`src/rtl/alu_packet_ctrl_if.sv`:
```
// Byte-stream and alu handshake bundle for alu_packet_ctrl.
// master = the controller, slave = the surrounding uart/alu logic.
interface alu_packet_ctrl_if;
   logic [7:0]  rx_data_i;
   logic        rx_valid_i;
   logic        rx_ready_o;
   logic [7:0]  tx_data_o;
   logic        tx_valid_o;
   logic        tx_ready_i;
   logic [7:0]  alu_opcode_o;
   logic [31:0] alu_data1_o;
   logic [31:0] alu_data2_o;
   logic        alu_data1_valid_o;
   logic        alu_data2_valid_o;
   logic        alu_start_o;
   logic [63:0] alu_data_i;
   logic        alu_valid_i;
   logic        err_o;

   modport master (
      input  rx_data_i, rx_valid_i, tx_ready_i, alu_data_i, alu_valid_i,
      output rx_ready_o, tx_data_o, tx_valid_o, alu_opcode_o, alu_data1_o, alu_data2_o,
             alu_data1_valid_o, alu_data2_valid_o, alu_start_o, err_o
   );

   modport slave (
      output rx_data_i, rx_valid_i, tx_ready_i, alu_data_i, alu_valid_i,
      input  rx_ready_o, tx_data_o, tx_valid_o, alu_opcode_o, alu_data1_o, alu_data2_o,
             alu_data1_valid_o, alu_data2_valid_o, alu_start_o, err_o
   );
endinterface

```
`src/rtl/alu_packet_ctrl.sv`:
```
// Packet sequencer: parses RX packets, echoes payloads or sums 32-bit LE operands on the
// alu, and streams the 4-byte result to TX.
module alu_packet_ctrl #(
   parameter logic [7:0]  OP_ECHO = 8'hEC,
   parameter logic [7:0]  OP_ADD  = 8'hAD,
   parameter logic [15:0] MAX_LEN = 16'hFFFF
) (
   input logic             clk,
   input logic             rst,
   alu_packet_ctrl_if.master bus
);

   localparam logic [2:0] IDLE   = 3'd0;
   localparam logic [2:0] HDR    = 3'd1;
   localparam logic [2:0] ECHO   = 3'd2;
   localparam logic [2:0] GATHER = 3'd3;
   localparam logic [2:0] ISSUE  = 3'd4;
   localparam logic [2:0] SEND   = 3'd5;
   localparam logic [2:0] DRAIN  = 3'd6;

   logic [2:0]  state_q, state_d;
   logic [7:0]  opcode_q, opcode_d;
   logic [1:0]  hdr_cnt_q, hdr_cnt_d;
   logic [7:0]  len_lo_q, len_lo_d;
   logic [15:0] rem_q, rem_d;
   logic [31:0] opnd_q, opnd_d;
   logic [1:0]  byte_cnt_q, byte_cnt_d;
   logic        first_q, first_d;
   logic [31:0] acc_q, acc_d;
   logic [1:0]  idx_q, idx_d;
   logic        err_q, err_d;

   logic        rx_ready;
   logic        rx_fire;
   logic [15:0] len_raw, len_clamp, plen;
   logic        tail;
   logic [31:0] opnd_shift;
   logic        unused_alu_hi;

   assign unused_alu_hi = ^bus.alu_data_i[63:32];

   assign len_raw    = {bus.rx_data_i, len_lo_q};
   assign len_clamp  = (len_raw > MAX_LEN) ? MAX_LEN : len_raw;
   assign plen       = (len_clamp < 16'd4) ? 16'd0 : len_clamp - 16'd4;
   // A byte starting an operand with fewer than 4 bytes left belongs to the discarded tail.
   assign tail       = (byte_cnt_q == 2'd0) && (rem_q < 16'd4);
   assign opnd_shift = {bus.rx_data_i, opnd_q[31:8]};
   assign rx_fire    = bus.rx_valid_i && rx_ready;

   always_comb begin
      rx_ready              = 1'b0;
      bus.tx_valid_o        = 1'b0;
      bus.tx_data_o         = 8'h00;
      bus.alu_opcode_o      = 8'h00;
      bus.alu_data1_o       = 32'h0;
      bus.alu_data2_o       = 32'h0;
      bus.alu_data1_valid_o = 1'b0;
      bus.alu_data2_valid_o = 1'b0;
      bus.alu_start_o       = 1'b0;
      case (state_q)
         IDLE, HDR, GATHER, DRAIN: rx_ready = 1'b1;
         ECHO: begin
            rx_ready       = bus.tx_ready_i;
            bus.tx_valid_o = bus.rx_valid_i;
            bus.tx_data_o  = bus.rx_data_i;
         end
         ISSUE: begin
            bus.alu_opcode_o      = OP_ADD;
            bus.alu_data1_o       = acc_q;
            bus.alu_data2_o       = opnd_q;
            bus.alu_data1_valid_o = 1'b1;
            bus.alu_data2_valid_o = 1'b1;
            bus.alu_start_o       = 1'b1;
         end
         SEND: begin
            bus.tx_valid_o = 1'b1;
            bus.tx_data_o  = acc_q[{idx_q, 3'b000} +: 8];
         end
         default: ;
      endcase
   end

   assign bus.rx_ready_o = rx_ready;
   assign bus.err_o      = err_q;

   always_comb begin
      state_d    = state_q;
      opcode_d   = opcode_q;
      hdr_cnt_d  = hdr_cnt_q;
      len_lo_d   = len_lo_q;
      rem_d      = rem_q;
      opnd_d     = opnd_q;
      byte_cnt_d = byte_cnt_q;
      first_d    = first_q;
      acc_d      = acc_q;
      idx_d      = idx_q;
      err_d      = 1'b0;
      case (state_q)
         IDLE: if (rx_fire) begin
            opcode_d  = bus.rx_data_i;
            first_d   = 1'b1;
            hdr_cnt_d = 2'd0;
            state_d   = HDR;
         end
         HDR: if (rx_fire) begin
            hdr_cnt_d = hdr_cnt_q + 2'd1;
            if (hdr_cnt_q == 2'd1) len_lo_d = bus.rx_data_i;
            if (hdr_cnt_q == 2'd2) begin
               rem_d      = plen;
               byte_cnt_d = 2'd0;
               opnd_d     = 32'h0;
               if (len_clamp < 16'd4) err_d = 1'b1;
               if (plen == 16'd0) begin
                  state_d = (opcode_q == OP_ADD) ? SEND : IDLE;
               end else if (opcode_q == OP_ECHO) begin
                  state_d = ECHO;
               end else if (opcode_q == OP_ADD) begin
                  state_d = GATHER;
               end else begin
                  state_d = DRAIN;
                  err_d   = 1'b1;
               end
            end
         end
         ECHO, DRAIN: if (rx_fire) begin
            rem_d = rem_q - 16'd1;
            if (rem_q == 16'd1) state_d = IDLE;
         end
         GATHER: if (rx_fire) begin
            rem_d = rem_q - 16'd1;
            if (tail) begin
               if (rem_q == 16'd1) begin
                  err_d   = 1'b1;
                  state_d = SEND;
               end
            end else begin
               opnd_d     = opnd_shift;
               byte_cnt_d = byte_cnt_q + 2'd1;
               if (byte_cnt_q == 2'd3) begin
                  if (first_q) begin
                     acc_d   = opnd_shift;
                     first_d = 1'b0;
                     if (rem_q == 16'd1) state_d = SEND;
                  end else begin
                     state_d = ISSUE;
                  end
               end
            end
         end
         ISSUE: if (bus.alu_valid_i) begin
            acc_d   = bus.alu_data_i[31:0];
            state_d = (rem_q == 16'd0) ? SEND : GATHER;
         end
         SEND: if (bus.tx_ready_i) begin
            idx_d = idx_q + 2'd1;
            if (idx_q == 2'd3) begin
               acc_d   = 32'h0;
               state_d = IDLE;
            end
         end
         default: state_d = IDLE;
      endcase
   end

   always_ff @(posedge clk or posedge rst) begin
      if (rst) begin
         state_q    <= IDLE;
         opcode_q   <= 8'h00;
         hdr_cnt_q  <= 2'd0;
         len_lo_q   <= 8'h00;
         rem_q      <= 16'h0;
         opnd_q     <= 32'h0;
         byte_cnt_q <= 2'd0;
         first_q    <= 1'b0;
         acc_q      <= 32'h0;
         idx_q      <= 2'd0;
         err_q      <= 1'b0;
      end else begin
         state_q    <= state_d;
         opcode_q   <= opcode_d;
         hdr_cnt_q  <= hdr_cnt_d;
         len_lo_q   <= len_lo_d;
         rem_q      <= rem_d;
         opnd_q     <= opnd_d;
         byte_cnt_q <= byte_cnt_d;
         first_q    <= first_d;
         acc_q      <= acc_d;
         idx_q      <= idx_d;
         err_q      <= err_d;
      end
   end

endmodule

```
`src/flat_wrapper.sv`:
```
// flat-port wrapper written by rule: the top's interface ports become plain ports
module alu_packet_ctrl_flat 
#(
   parameter logic [7:0]  OP_ECHO = 8'hEC,
   parameter logic [7:0]  OP_ADD  = 8'hAD,
   parameter logic [15:0] MAX_LEN = 16'hFFFF
)
  (clk, rst, bus_rx_data_i, bus_rx_valid_i, bus_tx_ready_i, bus_alu_data_i, bus_alu_valid_i, bus_rx_ready_o, bus_tx_data_o, bus_tx_valid_o, bus_alu_opcode_o, bus_alu_data1_o, bus_alu_data2_o, bus_alu_data1_valid_o, bus_alu_data2_valid_o, bus_alu_start_o, bus_err_o);
  alu_packet_ctrl_if bus_i ();
  input logic clk;
  input logic rst;
  input wire logic [$bits(bus_i.rx_data_i)-1:0] bus_rx_data_i;
  input wire logic [$bits(bus_i.rx_valid_i)-1:0] bus_rx_valid_i;
  input wire logic [$bits(bus_i.tx_ready_i)-1:0] bus_tx_ready_i;
  input wire logic [$bits(bus_i.alu_data_i)-1:0] bus_alu_data_i;
  input wire logic [$bits(bus_i.alu_valid_i)-1:0] bus_alu_valid_i;
  output wire logic [$bits(bus_i.rx_ready_o)-1:0] bus_rx_ready_o;
  output wire logic [$bits(bus_i.tx_data_o)-1:0] bus_tx_data_o;
  output wire logic [$bits(bus_i.tx_valid_o)-1:0] bus_tx_valid_o;
  output wire logic [$bits(bus_i.alu_opcode_o)-1:0] bus_alu_opcode_o;
  output wire logic [$bits(bus_i.alu_data1_o)-1:0] bus_alu_data1_o;
  output wire logic [$bits(bus_i.alu_data2_o)-1:0] bus_alu_data2_o;
  output wire logic [$bits(bus_i.alu_data1_valid_o)-1:0] bus_alu_data1_valid_o;
  output wire logic [$bits(bus_i.alu_data2_valid_o)-1:0] bus_alu_data2_valid_o;
  output wire logic [$bits(bus_i.alu_start_o)-1:0] bus_alu_start_o;
  output wire logic [$bits(bus_i.err_o)-1:0] bus_err_o;
  assign bus_i.rx_data_i = bus_rx_data_i;
  assign bus_i.rx_valid_i = bus_rx_valid_i;
  assign bus_i.tx_ready_i = bus_tx_ready_i;
  assign bus_i.alu_data_i = bus_alu_data_i;
  assign bus_i.alu_valid_i = bus_alu_valid_i;
  assign bus_rx_ready_o = bus_i.rx_ready_o;
  assign bus_tx_data_o = bus_i.tx_data_o;
  assign bus_tx_valid_o = bus_i.tx_valid_o;
  assign bus_alu_opcode_o = bus_i.alu_opcode_o;
  assign bus_alu_data1_o = bus_i.alu_data1_o;
  assign bus_alu_data2_o = bus_i.alu_data2_o;
  assign bus_alu_data1_valid_o = bus_i.alu_data1_valid_o;
  assign bus_alu_data2_valid_o = bus_i.alu_data2_valid_o;
  assign bus_alu_start_o = bus_i.alu_start_o;
  assign bus_err_o = bus_i.err_o;
  alu_packet_ctrl #(.OP_ECHO(OP_ECHO), .OP_ADD(OP_ADD), .MAX_LEN(MAX_LEN)) u_core (.clk(clk), .rst(rst), .bus(bus_i));
endmodule
```
`config.mk`:
```
export PLATFORM = sky130hd
export DESIGN_NAME = alu_packet_ctrl_flat
export DESIGN_NICKNAME = d
export VERILOG_FILES = /design/src/rtl/alu_packet_ctrl_if.sv /design/src/rtl/alu_packet_ctrl.sv /design/src/flat_wrapper.sv
export SDC_FILE = /design/constraint.sdc
export NUM_CORES = 1
export LEC_CHECK = 0
export BUFFER_PORTS_ARGS = -buffer_cell sky130_fd_sc_hd__buf_2
export CORE_MARGIN = 3
export CORE_UTILIZATION = 53
export DETAILED_ROUTE_END_ITERATION = 7
export GPL_TIMING_DRIVEN = 0
export PLACE_DENSITY = 0.8
export SYNTH_ARGS = -nofsm -noshare
export SYNTH_HDL_FRONTEND = slang
export SYNTH_SLANG_ARGS = --single-unit
```
`constraint.sdc`:
```
create_clock -name clk -period 4.4 [get_ports clk]
set_clock_uncertainty 0.05 [all_clocks]
set_input_delay 0.66 -clock clk [delete_from_list [all_inputs] [get_ports clk]]
set_output_delay 0.66 -clock clk [all_outputs]
set_load 0.005 [all_outputs]
```
# == Word-level counts from Yosys, hierarchy flattened ==
# Cells that the tools add are included.
# classes
shifts,1
eq_ne,27
n_reduce_logical,23
n_mux,68
n_addsub,5
magnitude_cmp,3
# op_table
operator,count
2-to-1 mux 32 bit,13
one-hot mux 32 bit (3 select lines),1
2-to-1 mux 16 bit,5
one-hot mux 32 bit (2 select lines),1
2-to-1 mux 3 bit,18
zero test 16 bit,2
less-than comparator 16 x 3 -> 1 bit (second input constant),2
one-hot mux 16 bit (2 select lines),1
indexed part select 32 x 6 -> 8 bit,1
inequality test 2 x 1 -> 1 bit (second input constant),10
one-hot mux 3 bit (6 select lines),1
equality test 16 x 1 -> 1 bit (second input constant),1
equality test 8 bit (second input constant),2
greater-than comparator 16 bit (second input constant),1
one-hot mux 8 bit (2 select lines),1
subtractor 16 x 1 -> 16 bit (second input constant),1
subtractor 16 x 3 -> 16 bit (second input constant),1
2-to-1 mux 1 bit,14
2-to-1 mux 2 bit,6
AND reduction 10 bit,1
AND reduction 5 bit,2
equality test 3 bit (second input constant),3
2-to-1 mux 8 bit,1
one-hot mux 1 bit (2 select lines),4
other kinds (20),34
# totals
wordCells,138
in_bits,77
output_inout_bits,86
register_bits,107

# == Logic depth before layout (Yosys ltp) ==
# Gate-level depths: netlist (run 1).
# depth
word_depth,10
mapped_depth,11
depth_no_buf,9

# == Least setup slack after synthesis (run 1) ==
# OpenSTA, ideal clock, no wires.
# synth_timing
path_type,input to register
start,input port bus_rx_data_i[1]
end,register u_core.state_q[1]
t_required_ps,4222
setup_slack_ps,1427
setup_time_ps,128
path_buffers,2
cell_stages,9
arrival_ps,2796
cell_sequence,buf_2 or4_4 buf_6 o41a_1 a41o_1 a211oi_2 o22ai_1 a2111oi_2 nor2_1
# synth_between
elab_chain_len,9
word_cells_on_any_way,10
classes_between,1 x add/sub; 2 x order compare; 6 x mux; 1 x reduce/logical
# synth_lines
element,line_no,rtl
"start, declared",flat_wrapper.sv:12,input wire logic [$bits(bus_i.rx_data_i)-1:0] bus_rx_data_i;
greater-than comparator 16 bit,alu_packet_ctrl.sv:43,assign len_clamp = (len_raw > MAX_LEN) ? MAX_LEN : len_raw;
2-to-1 mux 16 bit (*),alu_packet_ctrl.sv:43,
subtractor 16 x 3 -> 16 bit / less-than comparator 16 x 3 -> 1 bit (equally long branches),alu_packet_ctrl.sv:44,assign plen = (len_clamp < 16'd4) ? 16'd0 : len_clamp - 16'd4;
2-to-1 mux 16 bit (*),alu_packet_ctrl.sv:44,
zero test 16 bit (*),alu_packet_ctrl.sv:113,if (plen == 16'd0) begin
2-to-1 mux 3 bit (*),alu_packet_ctrl.sv:113,
2-to-1 mux 3 bit (*),alu_packet_ctrl.sv:108,if (hdr_cnt_q == 2'd2) begin
2-to-1 mux 3 bit (*),alu_packet_ctrl.sv:105,HDR: if (rx_fire) begin
one-hot mux 3 bit (6 select lines) (*),alu_packet_ctrl.sv:98,case (state_q)
"end signal, assigned",alu_packet_ctrl.sv:179,state_q <= state_d;
"end, declared",alu_packet_ctrl.sv:21,"logic [2:0] state_q, state_d;"
# Mark *: on every way between the ends. The rest lies on a longest branch, timed or not. The select of a mux whose other input is x is not followed.
# A chain may end at the register's enable or synchronous reset.

# == Final worst setup path (run 1) ==
# layout_timing
start,register u_core.state_q[2]
end,output port bus_alu_data1_o[27]
# layout_between
elab_chain_len,2
# layout_lines
element,line_no,rtl
equality test 3 bit,alu_packet_ctrl.sv:60,case (state_q)
2-to-1 mux 32 bit,alu_packet_ctrl.sv:60,
"end, declared",flat_wrapper.sv:21,output wire logic [$bits(bus_i.alu_data1_o)-1:0] bus_alu_data1_o;
# No other way between the ends.

==> results.json, run 1 <==
{
  "status": "finished, final reports clean",
  "rsz0062_at_grt": "no",
  "grt_max_degree": 56,
  "grt.overflow.total": 0,
  "cts.path.max_buffers": 2,
  "synth-edff-count": 0,
  "syn-instance-count": 638,
  "critPathArrivalTime_ns": 3.16,
  "io-pin-count": 163,
  "firstDrtPassIters": 5,
  "synth-async-reset-ratio_pct": 100,
  "crit_end": "bus_alu_data1_o[27]",
  "maxCapViolCount": 0,
  "cts_setup_buffers": 0,
  "hold_buffers": 0,
  "critPathCaptureType": "primary output",
  "drc": 0,
  "cts.sinks": 107,
  "cts_max_level": 3,
  "ys_ff_latch": 107,
  "grt_pass1_vias": 5637,
  "syn_avg_cell_area_um2": 9.53,
  "routed_wl_um": 18800,
  "hold_class": "primary input to async pin",
  "slew_headroom_pct": 32.4,
  "place_ws_ns": 0.976,
  "fp.dieH_um": 113,
  "required_ns": 3.69,
  "power_leakage_nw": 3.38,
  "holdWs_ns": 0.378,
  "dr_total_vias": 5691,
  "num_antenna_cells": 0,
  "reg2reg_depth": 11,
  "synthFlopType": "dfrtp_1",
  "setup_viol": 0,
  "period_share_pct": 87.9,
  "cts_tree": "built",
  "setup-tns-final_ns": 0,
  "synth.distinct_cells": 58,
  "core_um2": 11000,
  "reg2reg_to": "u_core.acc_q[7]",
  "worst_slack_ns": 0.532,
  "yosys.area.top_type": "dfrtp_1",
  "grt_pass1_wl_um": 30200,
  "clockRootBuffer": "clkbuf_16",
  "tightestPinTransition_ns": 1.01,
  "syn2layout_area_growth_pct": 18.6,
  "drive_gt1_share_pct": 23.7,
  "yosysSeqAreaShare_pct": 44.0,
  "die_w_um": 113,
  "drt_iter0_markers": 671,
  "gp_congestion": 0.926,
  "p_per_area_nw_per_um2": 680,
  "fill_cells": 932,
  "startpoint": "u_core.state_q[2]",
  "rrSetupSlack_ns": 1.25,
  "startpoint_type": "flip-flop",
  "dieArea_um2": 12800,
  "synth_top_cell_area_share_pct": 44.0,
  "placed_area_um2": 6900,
  "fmax_ghz": 0.259,
  "ys.warnings.count": 0,
  "hold_violations": 0,
  "synthTopCellsByArea": "dfrtp_1, and2_1, a22o_1, a22oi_1, a21oi_1",
  "antenna_found_initial": 0,
  "cp_max_fo": 10,
  "ir_drop_mv": 0.304,
  "period_needed_ns": 3.87,
  "path_class": "flip-flop to primary output",
  "clkTransAtPathRegs_ns": 0.07,
  "rows": 38,
  "synth_area_um2": 6080,
  "portBuffers": 121,
  "finalInstanceArea_um2": 7210,
  "routed_via_density": 6.20,
  "dpl.hpwl_um": 13800,
  "clock_latency_ns": 0.35,
  "r2r-start": "u_core.state_q[2]",
  "cts_resized": 0,
  "slew_viol_final": 0,
  "ant_nets": 0,
  "grt_usage_pct": 29.9,
  "start_util_pct": 55.1,
  "routedWlPerCell_um": 20.4,
  "nets": 858,
  "cts-buffers-inserted": 9
}
## flip-flops by register name, summed over array words and instances, names as in the netlist
name and count:
u_core.opnd_q 32, u_core.rem_q 16, u_core.idx_q 2, u_core.opcode_q 8
u_core.byte_cnt_q 2, u_core.len_lo_q 8, u_core.hdr_cnt_q 2, u_core.first_q 1
u_core.state_q 3, u_core.acc_q 32, u_core.bus.err_o 1
## metal layers
layer	share of wire [%]	vias to the layer above	track usage [%]
li1	-	2572	-
met2	47	283	48.3
met4	3.6	0	12.2
met5	0	-	0
met1	42	2786	40.8
met3	7.4	50	4.28
## through the flow
stage | util (%) | power (mW) | instances
finish | 65.4 | 4.91 | 918
global route | 65.4 | 5.24 | 918
detailed placement | 62.5 | 4.01 | 902
global placement | 62.3 | 3.93 | 901
CTS | 65.4 | 4.86 | 918
floorplan | - | 3.30 | 640
## cells in the mapped netlist, drive strengths merged, types with 2 or more instances
library cell  instances
nor4                  6
or4                   3
clkbuf               37
a22o                 42
nand2b                4
a211oi                5
nand4                 2
mux2                 16
dfrtp               107
inv                  13
and2                 71
a31oi                 5
o32a                  2
or3                   3
xor2                  3
o22a                  4
ha                    8
mux4                  8
o31ai                 5
and3                  3
nand3                 8
a21oi                52
nor3                 13
mux2i                 3
nand3b                2
o21ai                32
nand2                20
a22oi                35
nor2                 69
o22ai                 2
and4                  2
xnor2                 6
nor3b                 4
buf                  21
nor2b                 6
## cells by family (layout without fill, tap and decap cells)
logic type                 count (synthesis)  in the layout  share of synthesized area [%]
buffers and inverters                     71            209                           5.31
muxes                                     27             27                           6.42
AOI/OAI and AO/OA                        195            195                           22.1
xor gates and xnor gates                   9              9                           1.30
adders and majority gates                  8              8                           1.65
DFF                                      107            107                           44.0
and+or+nand+nor                          220            220                           19.2
other                                      1              3                         0.0617
## power breakdown
group	leakage [nW]	internal [mW]	switching [mW]
registers	1.33	1.43	0.479
logic	1.90	0.980	1.17
clock network	0.149	0.452	0.401
## how the worst min path moves through the flow
stage	startpoint	endpoint	slack (ns)	cells past startpoint
after floorplan	u_core.opnd_q[0]	u_core.opnd_q[0]	0.41	1
after global placement	u_core.opnd_q[5]	u_core.opnd_q[5]	0.43	1
after detailed placement	u_core.opnd_q[2]	u_core.opnd_q[2]	0.43	1
after CTS	rst	u_core.opnd_q[6]	0.41	2
after global routing	rst	u_core.opnd_q[6]	0.45	2
final	rst	u_core.opnd_q[6]	0.38	2
## critical path, stage by stage, from the launching register on
cell	delay, ns
dfrtp_1	0.33
clkbuf_1	0.32
nand2b_1	0.10
clkbuf_1	0.24
nor2_1	0.62
clkbuf_1	0.44
clkbuf_1	0.43
and2_1	0.22
buf_2	0.12
## layout make-up
type / instances / area, µm² / share of cell area (%)
well taps: 140 / 175 / 2.43
clock inverters: 7 / 88.8 / 1.23
clock buffers: 9 / 225 / 3.12
multi-input cells: 462 / 3090 / 42.8
inverters: 13 / 51.3 / 0.711
plain buffers: 58 / 274 / 3.80
repair buffers: 122 / 633 / 8.78
flip-flops and latches: 107 / 2680 / 37.1
## placed cells by master (no fill, tap or decap), types with 4 or more instances in the layout
cell type  netlist  layout
mux4_2           8       8
a22o_1          42      42
clkbuf_1        37      37
nand2_1         20      20
inv_1           13      12
nor3b_1          4       4
nor3_1          13      13
buf_2            3     124
a22oi_1         35      35
and2_1          71      71
o22a_1           4       4
nor2_1          69      69
buf_1            6       6
o21ai_0         22      22
nor2b_1          6       6
clkbuf_16        0       9
dfrtp_1        107     107
mux2_2          16      16
o31ai_1          5       5
nand2b_1         4       4
ha_1             8       8
o21ai_1         10      10
nand3_1          8       8
buf_4           10      10
xnor2_1          6       6
a31oi_1          5       5
a21oi_1         52      52
nor4_1           5       5
(Power assumes the default switching activity.)
==> run 2: changes to the inputs <==
Settings changed: CORE_UTILIZATION 53 to 40, PLACE_DENSITY 0.8 to not set.
==> run 2 against run 1 <==
The run now ends with DRC left. Non-clock buffer count is the same. Setup slack lost 0.16 ns. Sequential power is essentially flat. Die area grew 31%. Count of clock-buffer cells in the layout is the same. Flip-flop and latch count is the same. Register-to-register slack gained 0.08 ns. Largest cell class unchanged. Design area grew 0.31%. Combinational power is essentially flat. First-iteration DRC count shrank 30%. Via count shrank 0.65%. Hold slack lost 0.023 ns.
==> results.json, run 2 (synthesis results as in run 1) <==
{
  "clkTransAtPathRegs_ns": 0.07,
  "nets": 858,
  "slew_headroom_pct": 29.2,
  "cts.sinks": 107,
  "cp_max_fo": 10,
  "rsz0062_at_grt": "no",
  "cts_tree": "built",
  "finalInstanceArea_um2": 7240,
  "start_util_pct": 41.4,
  "antenna_found_initial": 2,
  "drc": 1,
  "fp.dieH_um": 129,
  "fill_cells": 1405,
  "core_um2": 14700,
  "portBuffers": 121,
  "gp_congestion": 0.884,
  "clock_latency_ns": 0.36,
  "cts_max_level": 3,
  "hold_class": "primary input to async pin",
  "groute.layer.met2.usage_pct": 37.1,
  "place_ws_ns": 0.780,
  "tightestPinTransition_ns": 1.05,
  "cts_setup_buffers": 0,
  "maxCapViolCount": 0,
  "die_w_um": 129,
  "status": "finished, violations left",
  "hold_buffers": 0,
  "p_per_area_nw_per_um2": 669,
  "grtUsageMet3_pct": 5.11,
  "power_leakage_nw": 3.37,
  "cts-buffers-inserted": 9,
  "violations": "DRC",
  "final_common_cell": "buf_2",
  "fmax_ghz": 0.248,
  "grt_usage_pct": 23.5,
  "rows": 44,
  "firstDrtPassIters": 7,
  "clockRootBuffer": "clkbuf_16",
  "grt.overflow.total": 0,
  "final_cell_mix": "buf_2, dfrtp_1, and2_1, nor2_1, a21oi_1",
  "hold_violations": 0,
  "met1_usage_pct": 31.6,
  "required_ns": 3.69,
  "ir_drop_mv": 0.312,
  "cts.path.max_buffers": 2,
  "dpl.hpwl_um": 14500,
  "grt_pass1_vias": 5553,
  "critPathCaptureType": "primary output",
  "worst_slack_ns": 0.370,
  "setup_viol": 0,
  "cts_resized": 0,
  "register_area_um2": 2680,
  "ant_nets": 0,
  "drt_iter0_markers": 471,
  "routed_via_density": 5.87,
  "grt_pass1_wl_um": 30200,
  "period_share_pct": 91.6,
  "startpoint_type": "flip-flop",
  "dieArea_um2": 16700,
  "reg.largest.list": "u_core.acc_q (32), u_core.opnd_q (32), u_core.rem_q (16)",
  "grt.busiest_layer": "met2",
  "placed_area_um2": 6950,
  "period_needed_ns": 4.03,
  "dr_total_vias": 5654,
  "critPathArrivalTime_ns": 3.32,
  "grt_max_degree": 55,
  "path_class": "flip-flop to primary output",
  "slew_viol_final": 0,
  "io-pin-count": 163,
  "multi_input_area_um2": 3090,
  "drive_gt1_share_pct": 23.6,
  "routed_wl_um": 19500,
  "syn2layout_area_growth_pct": 19.0,
  "routedWlPerCell_um": 20.2
}
run 2: changes by cell type in the layout (fill, tap and decap cells not counted):
cell | before | now
bufinv_16 | 1 | 0
clkinv_8 | 1 | 0
diode_2 | 0 | 2
clkinv_2 | 0 | 1
inv_8 | 0 | 1
clkinvlp_4 | 1 | 0
run 2: through the flow:
stage | setup TNS [ns] | utilization [%] | instances | hold WS (ns) | total power, mW
2_1_floorplan | 0 | - | 640 | 0.408 | 3.30
3_3_place_gp | -44.54 | 47.1 | 945 | 0.427 | 3.99
3_5_place_dp | 0 | 47.3 | 946 | 0.425 | 4.05
4_1_cts | 0 | 49.2 | 961 | 0.388 | 4.84
5_1_grt | 0 | 49.2 | 963 | 0.426 | 5.20
6_report | 0 | 49.2 | 963 | 0.356 | 4.84
run 2: power breakdown:
part	total, mW	internal [mW]	switching, mW
clock	0.779	0.389	0.390
sequential	1.92	1.43	0.491
combinational	2.15	0.978	1.17
total	4.84	2.79	2.05
run 2: cell type report:
| type | count | area share (%) |
|---|---|---|
| inverter | 13 | 0.709 |
| antenna | 2 | 0.0692 |
| clock buffer | 9 | 3.11 |
| tap | 184 | 3.18 |
| multi-input combinational | 462 | 42.7 |
| sequential | 107 | 37.0 |
| clock inverter | 6 | 0.709 |
| timing repair buffer | 122 | 8.75 |
| buffer | 58 | 3.79 |
run 2: worst paths after layout:
check	from	end	slack, ns	cells after the start
worst max register to register	u_core.state_q[2]	u_core.acc_q[12]	1.33	11
worst min register to register	u_core.opnd_q[0]	u_core.opnd_q[0]	0.45	1
max in group asynchronous	rst	u_core.opcode_q[0]	3.22	3
worst max-delay path	u_core.state_q[2]	bus_alu_data1_o[24]	0.37	8
worst min-delay path	rst	u_core.opnd_q[3]	0.36	2
min in group clk	u_core.opnd_q[0]	u_core.opnd_q[0]	0.45	1
run 2: metal layers:
layer  wire length [µm]  share of wire [%]
met4                695                3.6
met3               1170                6.0
met2               9290                 48
met1               8340                 43
met5                  0                  0
run 2: critical path, stage by stage, from the launching register on:
cell and delay [ns]:
dfrtp_1 0.32, clkbuf_1 0.32, nand2b_1 0.09, clkbuf_1 0.24
nor2_1 0.63, clkbuf_1 0.53, clkbuf_1 0.49, and2_1 0.22
buf_2 0.12
